[config.mk]
export PLATFORM = sky130hd
export DESIGN_NAME = innerproduct_seq
export DESIGN_NICKNAME = d
export VERILOG_FILES = /design/src/rtl/innerproduct_seq.sv
export SDC_FILE = /design/constraint.sdc
export NUM_CORES = 1
export LEC_CHECK = 0
export ABC_CLOCK_PERIOD_IN_PS = 4100
export CORE_MARGIN = 8
export CORE_UTILIZATION = 55
export DETAILED_ROUTE_END_ITERATION = 7
export DONT_BUFFER_PORTS = 1
export PLACE_DENSITY = 0.73
export SYNTH_ARGS = -nofsm -noshare
export SYNTH_HDL_FRONTEND = slang
export SYNTH_SLANG_ARGS = --single-unit
export TNS_END_PERCENT = 20
[constraint.sdc]
create_clock -name clk -period 4.1 [get_ports clk]
set_input_delay 0.41 -clock clk [delete_from_list [all_inputs] [get_ports clk]]
set_output_delay 0.41 -clock clk [all_outputs]
set_load 0.1 [all_outputs]
[src/rtl/innerproduct_seq.sv]
// Sequential inner product: streams N_FEAT feature words and multiplies each by its
// THETA coefficient, which is read from an external table indexed by theta_addr.
// The wrapped 32-bit sum is presented on a valid/ready output port.
module innerproduct_seq #(
  parameter int unsigned        N_FEAT    = 41,
  parameter logic [N_FEAT-1:0]  SKIP_MASK = N_FEAT'(41'h2)
) (
  input  logic        clk,
  input  logic        rst_n,
  input  logic        x_valid,
  input  logic [31:0] x_data,
  output logic        x_ready,
  output logic [5:0]  theta_addr,
  input  logic [31:0] theta_data,
  input  logic        abort,
  output logic        h_valid,
  output logic [31:0] h_data,
  input  logic        h_ready,
  output logic        busy
);

  localparam int unsigned DW = 32;
  localparam int unsigned AW = 6;
  localparam logic [AW-1:0] K_LAST   = AW'(N_FEAT - 1);
  // Widened to 64 entries so that any 6-bit counter value is a legal index.
  localparam logic [63:0]   SKIP_EXT = 64'(SKIP_MASK);

  typedef enum logic [0:0] {
    ST_COLLECT = 1'b0,
    ST_OUT     = 1'b1
  } state_e;

  state_e        state_q, state_d;
  logic [AW-1:0] k_q, k_d;
  logic [DW-1:0] acc_q, acc_d;
  logic [DW-1:0] h_data_q, h_data_d;
  logic          h_valid_q, h_valid_d;
  logic          x_ready_q, x_ready_d;
  logic          busy_q, busy_d;
  logic [DW-1:0] term_c;
  logic [DW-1:0] sum_c;

  // Per-feature term: the bias slot takes THETA[0] alone; masked features contribute zero.
  always_comb begin
    term_c = '0;
    if (k_q == '0) begin
      term_c = theta_data;
    end else if (SKIP_EXT[k_q]) begin
      term_c = '0;
    end else begin
      term_c = x_data * theta_data;
    end
    sum_c = ((k_q == '0) ? DW'(0) : acc_q) + term_c;
  end

  // Next-state logic: collect features, then hold the result until it is taken.
  always_comb begin
    state_d   = state_q;
    k_d       = k_q;
    acc_d     = acc_q;
    h_data_d  = h_data_q;
    h_valid_d = h_valid_q;
    case (state_q)
      ST_COLLECT: begin
        if (abort) begin
          k_d   = '0;
          acc_d = '0;
        end else if (x_valid && x_ready_q) begin
          acc_d = sum_c;
          if (k_q == K_LAST) begin
            k_d       = '0;
            h_data_d  = sum_c;
            h_valid_d = 1'b1;
            state_d   = ST_OUT;
          end else begin
            k_d = k_q + AW'(1);
          end
        end
      end
      ST_OUT: begin
        if (h_ready) begin
          h_valid_d = 1'b0;
          state_d   = ST_COLLECT;
        end
      end
    endcase
    x_ready_d = (state_d == ST_COLLECT);
    busy_d    = (k_d != '0) || (state_d == ST_OUT);
  end

  // State and output registers.
  always_ff @(posedge clk or negedge rst_n) begin
    if (!rst_n) begin
      state_q   <= ST_COLLECT;
      k_q       <= '0;
      acc_q     <= '0;
      h_data_q  <= '0;
      h_valid_q <= 1'b0;
      x_ready_q <= 1'b1;
      busy_q    <= 1'b0;
    end else begin
      state_q   <= state_d;
      k_q       <= k_d;
      acc_q     <= acc_d;
      h_data_q  <= h_data_d;
      h_valid_q <= h_valid_d;
      x_ready_q <= x_ready_d;
      busy_q    <= busy_d;
    end
  end

  assign x_ready    = x_ready_q;
  assign theta_addr = k_q;
  assign h_valid    = h_valid_q;
  assign h_data     = h_data_q;
  assign busy       = busy_q;

endmodule

After elaboration in Yosys (flattened, before gate mapping)
Memories as Yosys holds them, arrays and structs flattened.
Cells that the tools add are included.
{ "word_totals": {"rom_bits": 64, "mem_count": 1, "output_inout_bits": 41, "register_bits": 74, "elab_cells": 48, "in_bits": 69} }
{ "classes": {"muxes": 20, "n_reduce_logical": 8, "eq_ne": 5, "add_sub_neg": 2, "magnitude_cmp": 1, "mul": 1, "bitwise": 3} }
{ "memory_table": {"columns": ["memory", "words", "width", "rd", "rd_ports_with_merged_regs", "wr", "line_no", "source"], "rows": [
  ["(no name shown)", 64, 1, 1, 0, 0, "48", "end else if (SKIP_EXT[k_q]) begin"]
]} }
{ "op_table": {"columns": ["cell", "n"], "rows": [
  ["$mux 32", 5],
  ["$add 32x32->32", 1],
  ["$mul 32x32->32", 1],
  ["$mux 6", 4],
  ["$mux 1", 9],
  ["$ne 2x2->1 const B", 4],
  ["$reduce_and 4->1", 2],
  ["$lt 6x7->1 const B", 1],
  ["$add 6x1->6 const B", 1],
  ["$eq 6x6->1 const B", 1],
  ["$logic_not 6->1", 1],
  ["$reduce_bool 6->1", 1],
  ["$pmux 1 s2", 2],
  ["$not 1->1", 3],
  ["$reduce_and 2->1", 1],
  ["$reduce_bool 2->1", 1],
  ["$logic_and 1x1->1", 1],
  ["$logic_or 1x1->1", 1]
]} }

Logic depth before layout (Yosys ltp)
Gate-level depths: netlist of run 1.
{ "logic_depth": {"depth_word": 7, "mapped_depth": 36, "ltp_nobuf": 34} }

Least setup slack after synthesis of run 1
OpenSTA, ideal clock, no wires.
{ "synth_timing": {"path_type": "input port to flip-flop", "from": "input theta_data[3]", "to": "register h_data_q[30] (netlist: h_data[30])", "setup_time_ns": 0.125, "arrival_time_ns": 8.369, "stages": 33, "required_ns": 3.975, "setup_slack_ns": -4.394, "path_buffers": 2, "cell_sequence": "clkbuf_1 -> clkbuf_1 -> nand2_1 -> fa_1 -> inv_1 -> fa_1 -> inv_1 -> fa_1 -> fa_1 -> inv_1 -> fa_1 -> fa_1 -> fa_1 -> fa_1 -> ha_1 -> and3_1 -> nand2_1 -> nor3_2 -> a2111oi_1 -> a21oi_2 -> o21ai_0 -> nand2b_1 -> a21o_1 -> a21o_1 -> xnor2_1 -> o31ai_1 -> ha_1 -> and3_1 -> a22oi_1 -> nand2b_1 -> a21oi_1 -> xnor2_1 -> mux2_2"} }
{ "synth_between": {"elab_chain_cells": 4} }
{ "synth_rtl": {"columns": ["item", "line_no", "source"], "rows": [
  ["start: declaration", "14", "input logic [31:0] theta_data,"],
  ["$mul 32x32->32", "51", "term_c = x_data * theta_data;"],
  ["$mux 32", "48", null],
  ["$mux 32 *", "46", "if (k_q == '0) begin"],
  ["$add 32x32->32 *", "53", "sum_c = ((k_q == '0) ? DW'(0) : acc_q) + term_c;"],
  ["end signal: assignment", "105", "h_data_q <= h_data_d;"],
  ["end: declaration", "36", "logic [DW-1:0] h_data_q, h_data_d;"]
]} }
Mark *: on every way between the ends. The rest lies on a longest branch, timed or not.
A chain may end at the register's enable or synchronous reset.

Worst setup path after layout of run 1
{ "layout_timing": {"from": "input theta_data[5]", "to": "register h_data_q[28] (netlist: h_data[28])"} }
The elaborated chain is that of the path after synthesis.

==> summary.md, run 1 <==
| Metric | Value |
|---|---|
| Most used cell, CP | fa_1 |
| Rows | 70 |
| Hold Path Class | primary input to register |
| Met2 usage | 43.9% |
| CTS buffer count | 9 |
| Crit. End Element | register |
| Initial antenna violation count | 1 |
| Global-route wire length before repair | 94500 um |
| Max capacitance violation total | 0 |
| Dpl cells | 2765 |
| Vias in the first global route | 17.4k |
| Die Footprint | 0.0435 mm^2 |
| CTS tree | done |
| Commonest non-fill, non-tap cell in the layout | inv_1 |
| Largest net degree at the start of global routing | 75 |
| Mapped Cells | roughly 2.3k |
| Post-synthesis sequential area ratio | 9.08% |
| Distinct cell type count after synthesis | 66 |
| Total GRT Usage | 27.4% |
| Tcrit/Tclk final | 196% |
| Worst slew margin | 36.3% |
| Ys flop type | dfrtp_1 |
| Most frequent cells in the layout | inv_1, fa_1, nand2_1 |
| Root buf cell | clkbuf_16 |
| Arr. time, crit path | 8260 ps |
| Most Crowded Layer GR | met2 |
| Final cell count without fillers | 2794 |
| Setup WS post-layout | -3940 ps |
| GR Util met3 | 7.23% |
| Status | finished, violations left |
| Initial Util | between 50% and 60% |
| Syn Nets | 2885 |
| Clk pin slew, worst setup/hold paths | 70 ps |
| Worst hold slack | 200 ps |
| Max stage delay on crit path | 610 ps |
| Fmax | between 100 and 150 MHz |
| Die Y | 209 um |
| Post-DRT Antenna Nets | 0 |
| CP startpoint kind | primary input |
| Failing checks | negative setup slack |
| Sum Neg Setup Slack | -146170 ps |
| CP max FO | 28 |
| Vias per cell | 5.63 |
| Critical path type | primary input to register |
| Clock buffer depth | 2 |
| Mapped Area | 0.0204 mm^2 |
| WL final | 58400 um |
| H-Tree Depth | 3 |
| Antenna diode count | 0 |
| Post-synth EDFFs | 0 |
| Drt first pass iters | 5 |
| Fin nets | 2956 |
| Max Transition Viols Final | 0 |
| I/O pin count | 110 |
| CP max stage cell | fa_2 |
| Clock sink count | 74 |
| Layout cell share with drive strength beyond 1 | approximately 14% |
| Syn avg cell area | 9.07 um^2 |
| Met1 GRT Util | 36.6% |
| Vias | roughly 16k |
| Clk_lat worst skew | 340 ps |
| Final setup violation count | 51 |
| Drt drc | 0 |
| P&R area growth vs syn | 13.0% |
| Chip width | roughly 210 um |
| Grt ovf | 0 |
| Filler cell count | 3031 |
| Initial drt markers | 1033 |
| Hpwl dp | 45200 um |
| Hold Vio Cnt, Final | 0 |
| Clock skew | between 10 and 15 ps |
| Async SR Flop Fraction | 100% |
| RSZ-0062 raised after global routing | true |
| Shortest period the worst path allows | 8040 ps |
| Core area | around 0.037 mm^2 |
| IO Port Bufs | 0 |
| Synth Register Bits | 74 |
| CP required | approximately 4300 ps |
| Placer Congestion | 0.909 |
| Ys Warns | 0 |
| Routed length per instance | 20.9 um |
| Final core utilization | ~63% |
| Slew at the pin closest to its max-slew limit | 955 ps |
## synth_stat cells, drive strengths merged, types with 32 or more instances
master	n	area (um^2)
ha	157	1960
fa	409	8190
a21oi	51	259
xor2	32	280
o21ai	54	282
clkbuf	110	413
inv	421	1580
dfrtp	73	1830
nor2	36	135
a22o	32	280
nand2	329	1230
xnor2	82	718
and2	284	1780
## worst paths after layout
kind | startpoint | endpoint | slack (ps) | cells after the start
max reg2reg | theta_addr[2] | h_data[29] | -260 | 18
min reg2reg | acc_q[11] | acc_q[11] | 480 | 2
min in group asynchronous | rst_n | acc_q[29] | 600 | 2
max | theta_data[5] | h_data[28] | -3940 | 31
max in group asynchronous | rst_n | x_ready | 3150 | 2
min | h_ready | x_ready | 200 | 2
## critical path: cells and delay by family
family | cells | cell delay, ps
simple gates | 5 | 850
fa+ha+maj | 10 | 4630
buf+inv | 5 | 370
xor+xnor | 2 | 290
mux | 1 | 250
compound gates | 8 | 1430
## state kept, by name, summed over array words and instances, names as in the netlist
signal,cells
theta_addr,6
h_valid,1
x_ready,1
acc_q,32
busy,1
h_data,32
state_q,1
## metrics by stage
stage / area (um^2) / setup WS, ps
finish: 23000 / -3940
global route: 23000 / -4200
CTS: 22800 / -3800
detailed placement: 22000 / -4270
global placement: 22000 / -4180
floorplan: 20700 / -4000
## kinds of logic after synthesis
group	synth area share, %
flip-flops	9.08
AND/OR/NAND/NOR	17.1
XOR/XNOR	5.01
AO/OA/AOI/OAI	7.55
buffers and inverters	9.87
adder cells (fa/ha/maj)	49.8
multiplexers	1.59
## layout make-up
type                       instances  area, um^2  area share [%]
clock inverter                     6        95.1           0.413
multi-input combinational       1641       17300            75.2
timing repair buffer             174        1370            5.95
sequential                        74        1850            8.04
inverter                         421        1580            6.86
tap                              468         586            2.54
clock buffer                      10         239            1.04
## timing repair
| action | 4_1_cts | 5_1_grt |
|---|---|---|
| setup buffers | 7 | 6 |
| setup endpoints to repair | 52 | 52 |
| endpoints found under the hold margin | 74 | 0 |
| gates resized for setup | 76 | 40 |
| pin swaps | 57 | 22 |
| hold buffers | 2 | 0 |
## metal layers
metal,vias to the layer above,wire [um]
met1,7973,23900
li1,6953,-
met5,-,32
met3,115,6120
met4,2,1670
met2,680,26700
Power of run 1 is not shown: default switching activity piles up to over one toggle a cycle in this logic, so the estimate is an artifact.
==> inputs of run 2 (changes only) <==
- ABC_CLOCK_PERIOD_IN_PS: 4100 -> 8250
- PLACE_DENSITY: 0.73 -> 0.7
- clock period: 4.1 -> 8.25 ns (I/O delays scaled with it)
==> summary.md, run 2 (synthesis results as in run 1) <==
| Metric | Value |
|---|---|
| Status | finished, violations left |
| Failing checks | negative setup slack |
| Hold Buf Count CTS | 0 (-2) |
| Tcrit/Tclk final | 101% |
| Hold Vio Cnt, Final | 0 (unchanged) |
| Root buf cell | clkbuf_16 |
| Slew at the pin closest to its max-slew limit | 1090 ps (+135 ps) |
| Hold Path Class | primary input to async pin |
| Fmax | approximately 120 MHz |
| Rows | 70 (unchanged) |
| Critical path type | primary input to register |
| Worst slew margin | 27.4% (-9.0 points) |
| Die Y | 209 um (unchanged) |
| Final setup violation count | 3 (-94%) |
| Design area | 0.0222 mm^2 (-3.8%) |
| Clock sink count | 74 (unchanged) |
| Worst hold slack | 164 ps (-35.1 ps) |
| Commonest non-fill, non-tap cell in the layout | inv_1 |
| Grt ovf | 0 (unchanged) |
| Largest net degree at the start of global routing | 75 (unchanged) |
| Clock buffer depth | 2 (unchanged) |
| Drt first pass iters | 6 (+1) |
| Arr. time, crit path | 8550 ps (+290 ps) |
| Critical path's top delay family | adder cells |
| Initial antenna violation count | 0 (-1) |
| Clk_lat worst skew | 350 ps (about the same) |
| Vias per cell | 5.62 (-0.15%) |
| P&R area growth vs syn | 8.72% |
| RSZ-0062 raised after global routing | true |
| CP max stage cell | fa_2 |
| Most used cell, CP | fa_1 |
| Layout cell share with drive strength beyond 1 | 10.5% (-4.0 points) |
| Antenna diode count | 0 (unchanged) |
| Fin nets | 2894 (-2.1%) |
| Chip width | 209 um (unchanged) |
| WL final | 56400 um (-3.5%) |
| I/O pin count | 110 (unchanged) |
| Max capacitance violation total | 0 (unchanged) |
| Register Area | 0.00185 mm^2 (unchanged) |
| Post-DRT Antenna Nets | 0 (unchanged) |
| Core area | 0.0366 mm^2 (unchanged) |
| Sum Neg Setup Slack | -109 ps (+146060 ps) |
| Routed length per instance | 20.6 um (-1.3%) |
| Max Transition Viols Final | 0 (unchanged) |
| Vias | 15.4k (-2.4%) |
| Vias in the first global route | 17.1k (-2.2%) |
| IO Port Bufs | 0 (unchanged) |
| Shortest period the worst path allows | ~8300 ps |
| CP required | 8490 ps (+4170 ps) |
| Clk pin slew, worst setup/hold paths | 60 ps (about the same) |
| Placer Congestion | 0.931 (+2.4%) |
| Placed Area | 0.0215 mm^2 (-2.2%) |
| Crit. End Element | register |
| CP startpoint kind | primary input |
| Drt drc | 0 (unchanged) |
| Setup WS post-layout | -66.4 ps (+3870 ps) |
| Total GRT Usage | 26.8% (-0.65 points) |
| Max stage delay on crit path | 590 ps (-20 ps) |
| Initial Util | 55.7% (unchanged) |
| Hpwl dp | 44700 um (-0.96%) |
| Initial drt markers | 829 (-20%) |
| Global-route wire length before repair | 92100 um (-2.4%) |
| CTS buffer count | 9 (unchanged) |
| Crit path buf inv count | 5 (unchanged) |
| Die Footprint | 0.0435 mm^2 (unchanged) |
| H-Tree Depth | 3 (unchanged) |
| Clock skew | 10.9 ps (-2.37 ps) |
| CTS tree | done |
| Most frequent cells in the layout | inv_1, fa_1, nand2_1 |
| CP max FO | 28 (unchanged) |
| Area of the multi-input gates | 0.0170 mm^2 (-2.0%) |
| Filler cell count | 3186 (+5.1%) |
==> run 2: routing by layer <==
metal | vias up | wire, um | GRT usage, %
met5 | - | 0 | 0
met4 | 0 | 1550 | 7.78
met3 | 105 | 5480 | 7.48
met2 | 581 | 26400 | 43.9
met1 | 7835 | 22900 | 34.5
li1 | 6830 | - | -
==> run 2: repair_timing <==
item / 4_1_cts / 5_1_grt
resized for setup: 30 / 40
cloned: 0 / 0
endpoints found under the setup margin: 16 / 26
pin swaps: 34 / 28
setup buffers: 4 / 4
==> run 2: area by class of cell <==
type                            instances  area share [%]
Timing Repair Buffer                  112            3.92
Tap cell                              468            2.64
Sequential cell                        74            8.36
Clock inverter                          7           0.372
Multi-Input combinational cell       1641            76.6
Clock buffer                            9            1.02
Inverter                              421            7.13
==> run 2: worst reg2reg max path, cell delays in order (launching register included) <==
cell	delay, ps
dfrtp_1	1060
inv_1	130
ha_1	270
and3_1	150
buf_4	260
nor2_1	560
a22o_1	260
ha_1	230
a21o_1	150
a21oi_1	350
o21a_1	240
o21ai_2	130
a2111oi_4	390
buf_4	170
o31ai_2	80
o311a_1	390
nor2_2	110
o21bai_1	80
xor2_1	160
mux2_2	270
==> run 2: path summary, 6_finish.rpt <==
path,startpoint,to,slack (ps),cells after the start
setup / recovery,theta_data[5],h_data[30],-70,33
min in group clk,acc_q[9],acc_q[9],470,2
setup reg to reg,theta_addr[0],h_data[29],2710,19
max in group asynchronous,rst_n,x_ready,7880,0
hold / removal,rst_n,acc_q[23],160,0
hold reg to reg,acc_q[9],acc_q[9],470,2
==> run 2: per-stage QoR <==
stage | std cells | utilization (%) | setup WS (ps)
after global placement | 2708 | 58.7 | -617
after global routing | 2732 | 60.6 | -331
after floorplan | 2250 | - | -283
after CTS | 2728 | 60.0 | -44.9
after detailed placement | 2708 | 58.7 | -733
final | 2732 | 60.6 | -66.4
Power of run 2 is left out for the same reason.
==> inputs of run 3 (changes only) <==
- ABC_AREA: not set -> 1
- RECOVER_POWER: not set -> 25
==> summary.md, run 3 <==
| Metric | Value |
|---|---|
| Status | complete, no violations |
| IO Port Bufs | 0 (unchanged) |
| Count leader, synth | nand2_1 |
| Antenna diode count | 0 (unchanged) |
| Post-synthesis sequential area ratio | 8.66% (-0.43 points) |
| Vias per cell | 5.28 (-6.0%) |
| I/O pin count | 110 (unchanged) |
| Max Transition Viols Final | 0 (unchanged) |
| Mapped Cells | 2902 (+29%) |
| Max stage delay on crit path | 560 ps (-30 ps) |
| CP max FO | 32 (+14%) |
| Placed Area | 0.0219 mm^2 (+1.9%) |
| Design area | 0.0223 mm^2 (+0.50%) |
| Syn Nets | 3537 (+23%) |
| Flop2flop setup slack | 2500 ps (-210 ps) |
| Slew at the pin closest to its max-slew limit | 1040 ps (-44.7 ps) |
| Rows | 72 (+2.9%) |
| Synth cell count leaders | nand2_1, inv_1, fa_1 |
| H-Tree Depth | 3 (unchanged) |
| CP startpoint kind | primary input |
| Critical path's top delay family | adder cells |
| Total GRT Usage | 27.8% (+1.0 points) |
| Ys Warns | 0 (unchanged) |
| Initial Util | 55.5% (-0.19 points) |
| Shortest period the worst path allows | 7920 ps (-394 ps) |
| Critical path type | primary input to register |
| Largest net degree at the start of global routing | 75 (unchanged) |
| Routed length per instance | 17.8 um (-14%) |
| Post-DRT Antenna Nets | 0 (unchanged) |
| Distinct cell type count after synthesis | 48 (-27%) |
| Most used cell, CP | fa_1 |
| P&R area growth vs syn | 4.11% |
| WL final | 59800 um (+6.1%) |
| Max capacitance violation total | 0 (unchanged) |
| Clock sink count | 74 (unchanged) |
| CP required | 8490 ps (about the same) |
| Post-synth top area share | 38.2% (-1.9 points) |
| Initial drt markers | 1471 (+77%) |
| Post-synth EDFFs | 0 (unchanged) |
| Commonest non-fill, non-tap cell in the layout | nand2_1 |
| CTS buffer count | 9 (unchanged) |
| Syn avg cell area | 7.38 um^2 (-19%) |
| Crit path buf inv count | 5 (unchanged) |
| Synth Register Bits | 74 (unchanged) |
| Worst flop-to-flop path startpoint | theta_addr[0] |
| Hold Path Class | primary input to async pin |
| CTS tree | done |
| Clk pin slew, worst setup/hold paths | 70 ps (about the same) |
| Fin nets | 3471 (+20%) |
| Worst slew margin | 30.3% (+3.0 points) |
| Crit Reg-Reg Endpoint | acc_q[17] |
| Most frequent cells in the layout | nand2_1, inv_1, fa_1 |
| Clock skew | 9.37 ps (-1.57 ps) |
| Clk_lat worst skew | 340 ps (about the same) |
| Tcrit/Tclk final | 96.0% (-4.8 points) |
| Root buf cell | clkbuf_16 |
| Clock buffer depth | 2 (unchanged) |
| Arr. time, crit path | 8160 ps (-390 ps) |
| Worst hold slack | 174 ps (+9.04 ps) |
| Vias in the first global route | 18.8k (+10%) |
| Crit. End Element | register |
| Die Footprint | 0.0455 mm^2 (+4.6%) |
| Layout cell share with drive strength beyond 1 | 3.63% (-6.8 points) |
| Grt ovf | 0 (unchanged) |
| Ys flop type | dfrtp_1 |
| Async SR Flop Fraction | 100% (unchanged) |
| Vias | 17.7k (+16%) |
| Final setup violation count | 0 (-3) |
| Initial antenna violation count | 0 (unchanged) |
| Filler cell count | 3657 (+15%) |
| Drt drc | 0 (unchanged) |
| Hold Vio Cnt, Final | 0 (unchanged) |
| Hpwl dp | 48000 um (+7.4%) |
| Worst-case reg-to-reg path depth | 22 (+3) |
| Die Y | 213 um (+2.3%) |
| CP max stage cell | fa_1 |
| Synth area leaders | fa_1, nand2_1, inv_1, ha_1, dfrtp_1 |
| Chip width | 213 um (+2.3%) |
| Fmax | 126 MHz (+5.0%) |
| Core area | 0.0386 mm^2 (+5.3%) |
| Placer Congestion | 0.948 (+1.8%) |
| Area leader, netlist | fa_1 |
| Mapped Area | 0.0214 mm^2 (+5.0%) |
| Global-route wire length before repair | 99000 um (+7.5%) |
| Drt first pass iters | 5 (-1) |
| Hold Buf Count CTS | 0 (unchanged) |
## run 3: cell count changes after synthesis, moves of 22 or more
cell / previous run / this run
nand3_1: 11 / 64
o21ai_0: 46 / 88
a22o_1: 32 / 3
xnor2_1: 82 / 18
inv_1: 421 / 805
a21o_1: 26 / 4
mux2_2: 28 / 0
nand2_1: 329 / 904
and2_1: 284 / 0
## run 3: area by class of cell
class                           instances  area (um^2)  share of cell area (%)
Multi-Input combinational cell       1895        16100                    72.3
Inverter                              808         3030                    13.6
Sequential cell                        74         1850                    8.31
Tap cell                              518          648                    2.91
Timing Repair Buffer                   48          360                    1.62
Clock buffer                            9          225                    1.01
Clock inverter                          7         60.1                   0.269
## run 3: worst max-delay path by stage
stage | cells after the start | endpoint | from | slack, ps
floorplan | 33 | h_data[28] | theta_data[6] | 30
global placement | 31 | h_data[28] | theta_data[2] | 4
detailed placement | 33 | h_data[30] | theta_data[2] | -230
CTS | 33 | h_data[30] | theta_data[2] | 90
global route | 34 | h_data[30] | theta_data[2] | -10
finish | 30 | h_data[30] | theta_data[2] | 330
## run 3: logic make-up after synthesis
logic type	Yosys count	share of synthesized area (%)
AO/OA/AOI/OAI	217	5.87
XOR/XNOR	48	1.96
adder cells (fa/ha/maj)	566	47.4
buffers and inverters	933	16.5
flip-flops	74	8.66
AND/OR/NAND/NOR	1064	19.6
## run 3: metal layers
| metal | part of all wire [%] | track usage (%) |
|---|---|---|
| met2 | 44 | 43.0 |
| met5 | 0 | 0 |
| met4 | 3.0 | 8.39 |
| met3 | 11 | 7.38 |
| met1 | 42 | 37.9 |
## run 3: metrics by stage
stage | TNS [ps] | util [%] | cells | setup slack (ps)
floorplan | 0 | - | 2902 | 29.9
global placement | 0 | 56.8 | 3340 | 4.06
detailed placement | -1770 | 56.8 | 3340 | -231
CTS | 0 | 57.5 | 3356 | 94.4
global route | -22.4 | 57.8 | 3359 | -12.6
finish | 0 | 57.8 | 3359 | 328
## run 3: repair_timing
| item | CTS | global route |
|---|---|---|
| gates resized for setup | 0 | 19 |
| setup buffers | 0 | 3 |
| setup endpoints to repair | 0 | 17 |
Power of run 3 is left out for the same reason.
